<file path="src/rtl/gpio_walk_deglitch.sv">
// 2-FF synchroniser plus stability filter; pulses accept once per settled value.
// Ports: clk, nrst, rearm (restart filter), io (async bus), value, accept.
module gpio_walk_deglitch #(
  parameter int WIDTH         = 34,
  parameter int STABLE_CYCLES = 4
) (
  input  logic             clk,
  input  logic             nrst,
  input  logic             rearm,
  input  logic [WIDTH-1:0] io,
  output logic [WIDTH-1:0] value,
  output logic             accept
);

  localparam int CW = $clog2(STABLE_CYCLES + 1);
  localparam logic [CW-1:0] CMAX = CW'(STABLE_CYCLES);

  logic [WIDTH-1:0] s1, s2, held;
  logic [CW-1:0]    cnt;
  logic             armed;

  // held trails s2 by one cycle; cnt counts consecutive equal cycles
  always_ff @(posedge clk or negedge nrst) begin
    if (!nrst) begin
      s1    <= '0;
      s2    <= '0;
      held  <= '0;
      cnt   <= '0;
      armed <= 1'b0;
    end else begin
      s1 <= io;
      s2 <= s1;
      if (s2 != held) begin
        held  <= s2;
        cnt   <= CW'(1);
        armed <= 1'b1;
      end else begin
        if (cnt != CMAX) cnt <= cnt + CW'(1);
        if (accept) armed <= 1'b0;
      end
      // a new check must see the current value again, even if unchanged
      if (rearm) begin
        cnt   <= '0;
        armed <= 1'b1;
      end
    end
  end

  assign value  = held;
  assign accept = armed && (cnt == CMAX);

endmodule

</file>
<file path="config.mk">
export PLATFORM = sky130hd
export DESIGN_NAME = gpio_walk_deglitch
export DESIGN_NICKNAME = d
export VERILOG_FILES = /design/src/rtl/gpio_walk_deglitch.sv
export SDC_FILE = /design/constraint.sdc
export NUM_CORES = 1
export LEC_CHECK = 0
export BUFFER_PORTS_ARGS = -buffer_cell sky130_fd_sc_hd__buf_2
export CORE_ASPECT_RATIO = 0.75
export CORE_MARGIN = 10
export CORE_UTILIZATION = 40
export CTS_BUF_LIST = sky130_fd_sc_hd__clkbuf_16
export CTS_CLUSTER_SIZE = 12
export DETAILED_ROUTE_END_ITERATION = 12
export MAX_ROUTING_LAYER = met4
export PLACE_DENSITY = 0.73
export RECOVER_POWER = 50
export REMOVE_ABC_BUFFERS = 1
export SETUP_SLACK_MARGIN = 0.2
export SYNTH_ARGS = -nofsm -noshare
export SYNTH_HDL_FRONTEND = slang
export SYNTH_SLANG_ARGS = --single-unit
</file>
<file path="constraint.sdc">
create_clock -name clk -period 3.45 [get_ports clk]
set_input_delay 0.69 -clock clk [delete_from_list [all_inputs] [get_ports clk]]
set_output_delay 0.69 -clock clk [all_outputs]
set_load 0.1 [all_outputs]
</file>
==> flow_summary.json <==
{
  "outcome": "finished with violations",
  "violations": "capacitance limit, slew limit",
  "finalSetupTns_ns": 0,
  "drive_gt1_share_pct": 34.5,
  "finalNetCount": 292,
  "yosys_warnings": 0,
  "cp.arrival_ns": 1.62,
  "worstSetupPathType": "reg -> out",
  "setup_ws_ns": 1.14,
  "clockBufferDepth": 2,
  "n_fill_cell": 713,
  "drtIter0Drc": 67,
  "ir_drop_uv": 352,
  "max_cap_violations": 1,
  "overflow": 0,
  "core_area_mm2": 0.00792,
  "vias_per_cell": 4.16,
  "crit_fanout": 4,
  "dr.pass1.iters": 4,
  "cts_tree": "built",
  "synth-seq-cells": 106,
  "wire_per_inst_um": 14.4,
  "post-cts-setup-buffers": 0,
  "io_buffer_count": 71,
  "period_minus_slack_ns": 2.31,
  "clk_pin_slew_ns": 0.07,
  "syn_area_per_cell_um2": 16.0,
  "grt_start_max_net_pins": 67,
  "initial_core_util_pct": 41.2,
  "globalRouteTotalUtil_pct": 9.16,
  "wl_met3_um": 195,
  "gp_congestion": 0.655,
  "clkLatencyLatePin_ns": 0.33,
  "grt_pass1_wl_um": 8580,
  "grt_pass1_vias": 1679,
  "hpwl_um": 3890,
  "placed_cells": 347,
  "finalHoldWorstSlack_ns": 0.348,
  "worst_slew_pin_slew_ns": 1.53,
  "power_density_mw_per_mm2": 647,
  "wl_met2_um": 2510,
  "routed_wl_um": 5230,
  "postRouteAntennaNets": 0,
  "multiInputGateArea_um2": 474,
  "die_y_um": 98.2,
  "clock_sinks": 106,
  "post_layout_nonfiller_instances": 363,
  "rows": 28,
  "crit_path_end_kind": "output pin",
  "fin_skew_ns": 0.00703,
  "power_leakage_nw": 1.87,
  "diodes": 0,
  "cts-root-buf": "clkbuf_16",
  "register_area_mm2": 0.00265,
  "ys_async_sr_fraction_pct": 100,
  "ctsResizeCount": 0,
  "cts-buffers-inserted": 9,
  "met1_length_um": 2460,
  "power_mw": 2.54,
  "slew_violations": 66,
  "dieArea_mm2": 0.0122,
  "slew-limit-headroom_pct": -2.31,
  "crit_required_ns": 2.76,
  "cts_hold_buffers": 0,
  "synth-edff-count": 0,
  "die_width_um": 124,
  "htreeDepth": 3,
  "routed.top_layer": "met4",
  "io_pins": 72,
  "area_delta_synth_final_pct": 20.3,
  "antenna_found_initial": 0,
  "hold_class": "reg -> reg",
  "rsz0062_at_grt": "no",
  "dpl_worst_slack_ns": 1.43,
  "fin_crit_sh_pct": 66.9,
  "start_kind": "register",
  "ys_seq_area_share_pct": 81.3,
  "syn_inst": 204,
  "setup_viol": 0,
  "synth_area_mm2": 0.00326,
  "hold_viol_final": 0,
  "fmax_mhz": 433,
  "synthDistinctLibCells": 17,
  "drc_errors": 0,
  "synth_flop_cell": "dfrtp_1",
  "vias": 1511
}
## through the flow
step | instance area (µm²) | util (%)
final | 3930 | 49.6
after CTS | 3930 | 49.6
after floorplan | 3130 | -
after global routing | 3930 | 49.6
after detailed placement | 3640 | 46.0
after global placement | 3640 | 46.0
## area by class of cell
type                       count  share of cell area [%]
tap                          105                    3.35
sequential                   106                    67.6
clock inverter                 7                    1.50
timing repair buffer          72                    9.56
inverter                       2                   0.191
multi-input combinational     62                    12.1
clock buffer                   9                    5.74
## cell families after synthesis
logic type	count (synthesis)	share of synthesized area, %
xor gates and xnor gates	35	9.40
buffers and inverters	36	4.14
and+or+nand+nor	22	3.84
DFF	106	81.3
AOI/OAI and AO/OA	3	0.537
adders and majority gates	2	0.767
## state kept, by name, indices dropped and copies added, names as in the netlist
name / count
s2: 34
armed: 1
cnt: 3
s1: 34
value: 34
## worst paths after layout
check,from,endpoint,slack [ns],cells past startpoint
worst max-delay path,cnt[1],accept,1.14,4
worst min-delay path,s1[10],s2[10],0.35,0
worst max register to register,value[32],armed,1.50,5
worst min register to register,s1[10],s2[10],0.35,0
max in group asynchronous,nrst,s1[27],1.81,2
min in group asynchronous,nrst,value[17],0.73,1
## per-layer routing
layer,track usage [%],up-vias
met2,13.5,44
met5,-,-
met3,3.19,7
met4,3.75,0
li1,-,720
met1,11.3,740
## synth_stat cells (2+ instances only)
| library cell | n | share of area, % |
|---|---|---|
| inv_1 | 2 | 0.23 |
| a21oi_1 | 2 | 0.31 |
| nor2_1 | 3 | 0.35 |
| ha_1 | 2 | 0.77 |
| nand2_1 | 4 | 0.46 |
| xor2_1 | 34 | 9.1 |
| nor4_1 | 8 | 1.5 |
| nand3_1 | 2 | 0.31 |
| clkbuf_1 | 34 | 3.9 |
| dfrtp_1 | 106 | 81 |
## cells in the final DEF, fill, tap and decap left out
| master | n |
|---|---|
| nand4_1 | 1 |
| or4_4 | 1 |
| a21o_1 | 1 |
| nand3_1 | 2 |
| inv_6 | 3 |
| nor3_1 | 1 |
| clkinv_4 | 2 |
| nor4_1 | 8 |
| nor2_1 | 3 |
| and3_1 | 1 |
| dfrtp_1 | 106 |
| inv_1 | 3 |
| ha_1 | 2 |
| xnor2_1 | 1 |
| xor2_1 | 34 |
| nor3_2 | 1 |
| clkbuf_2 | 1 |
| buf_12 | 1 |
| buf_2 | 70 |
| a21oi_1 | 2 |
| inv_8 | 1 |
| nand2_1 | 4 |
| clkbuf_16 | 9 |
## worst max-delay path, stage by stage, from the launching register on
cell	delay (ns)
dfrtp_1	0.40
inv_1	0.08
ha_1	0.20
and3_1	0.18
buf_2	0.43
## report_power, final
part	switching (mW)	total [mW]	internal [mW]
Sequential	0.0323	1.34	1.30
Clock	0.446	0.948	0.502
Combinational	0.206	0.255	0.0490
Note: power is estimated with default switching activity, not from simulation.
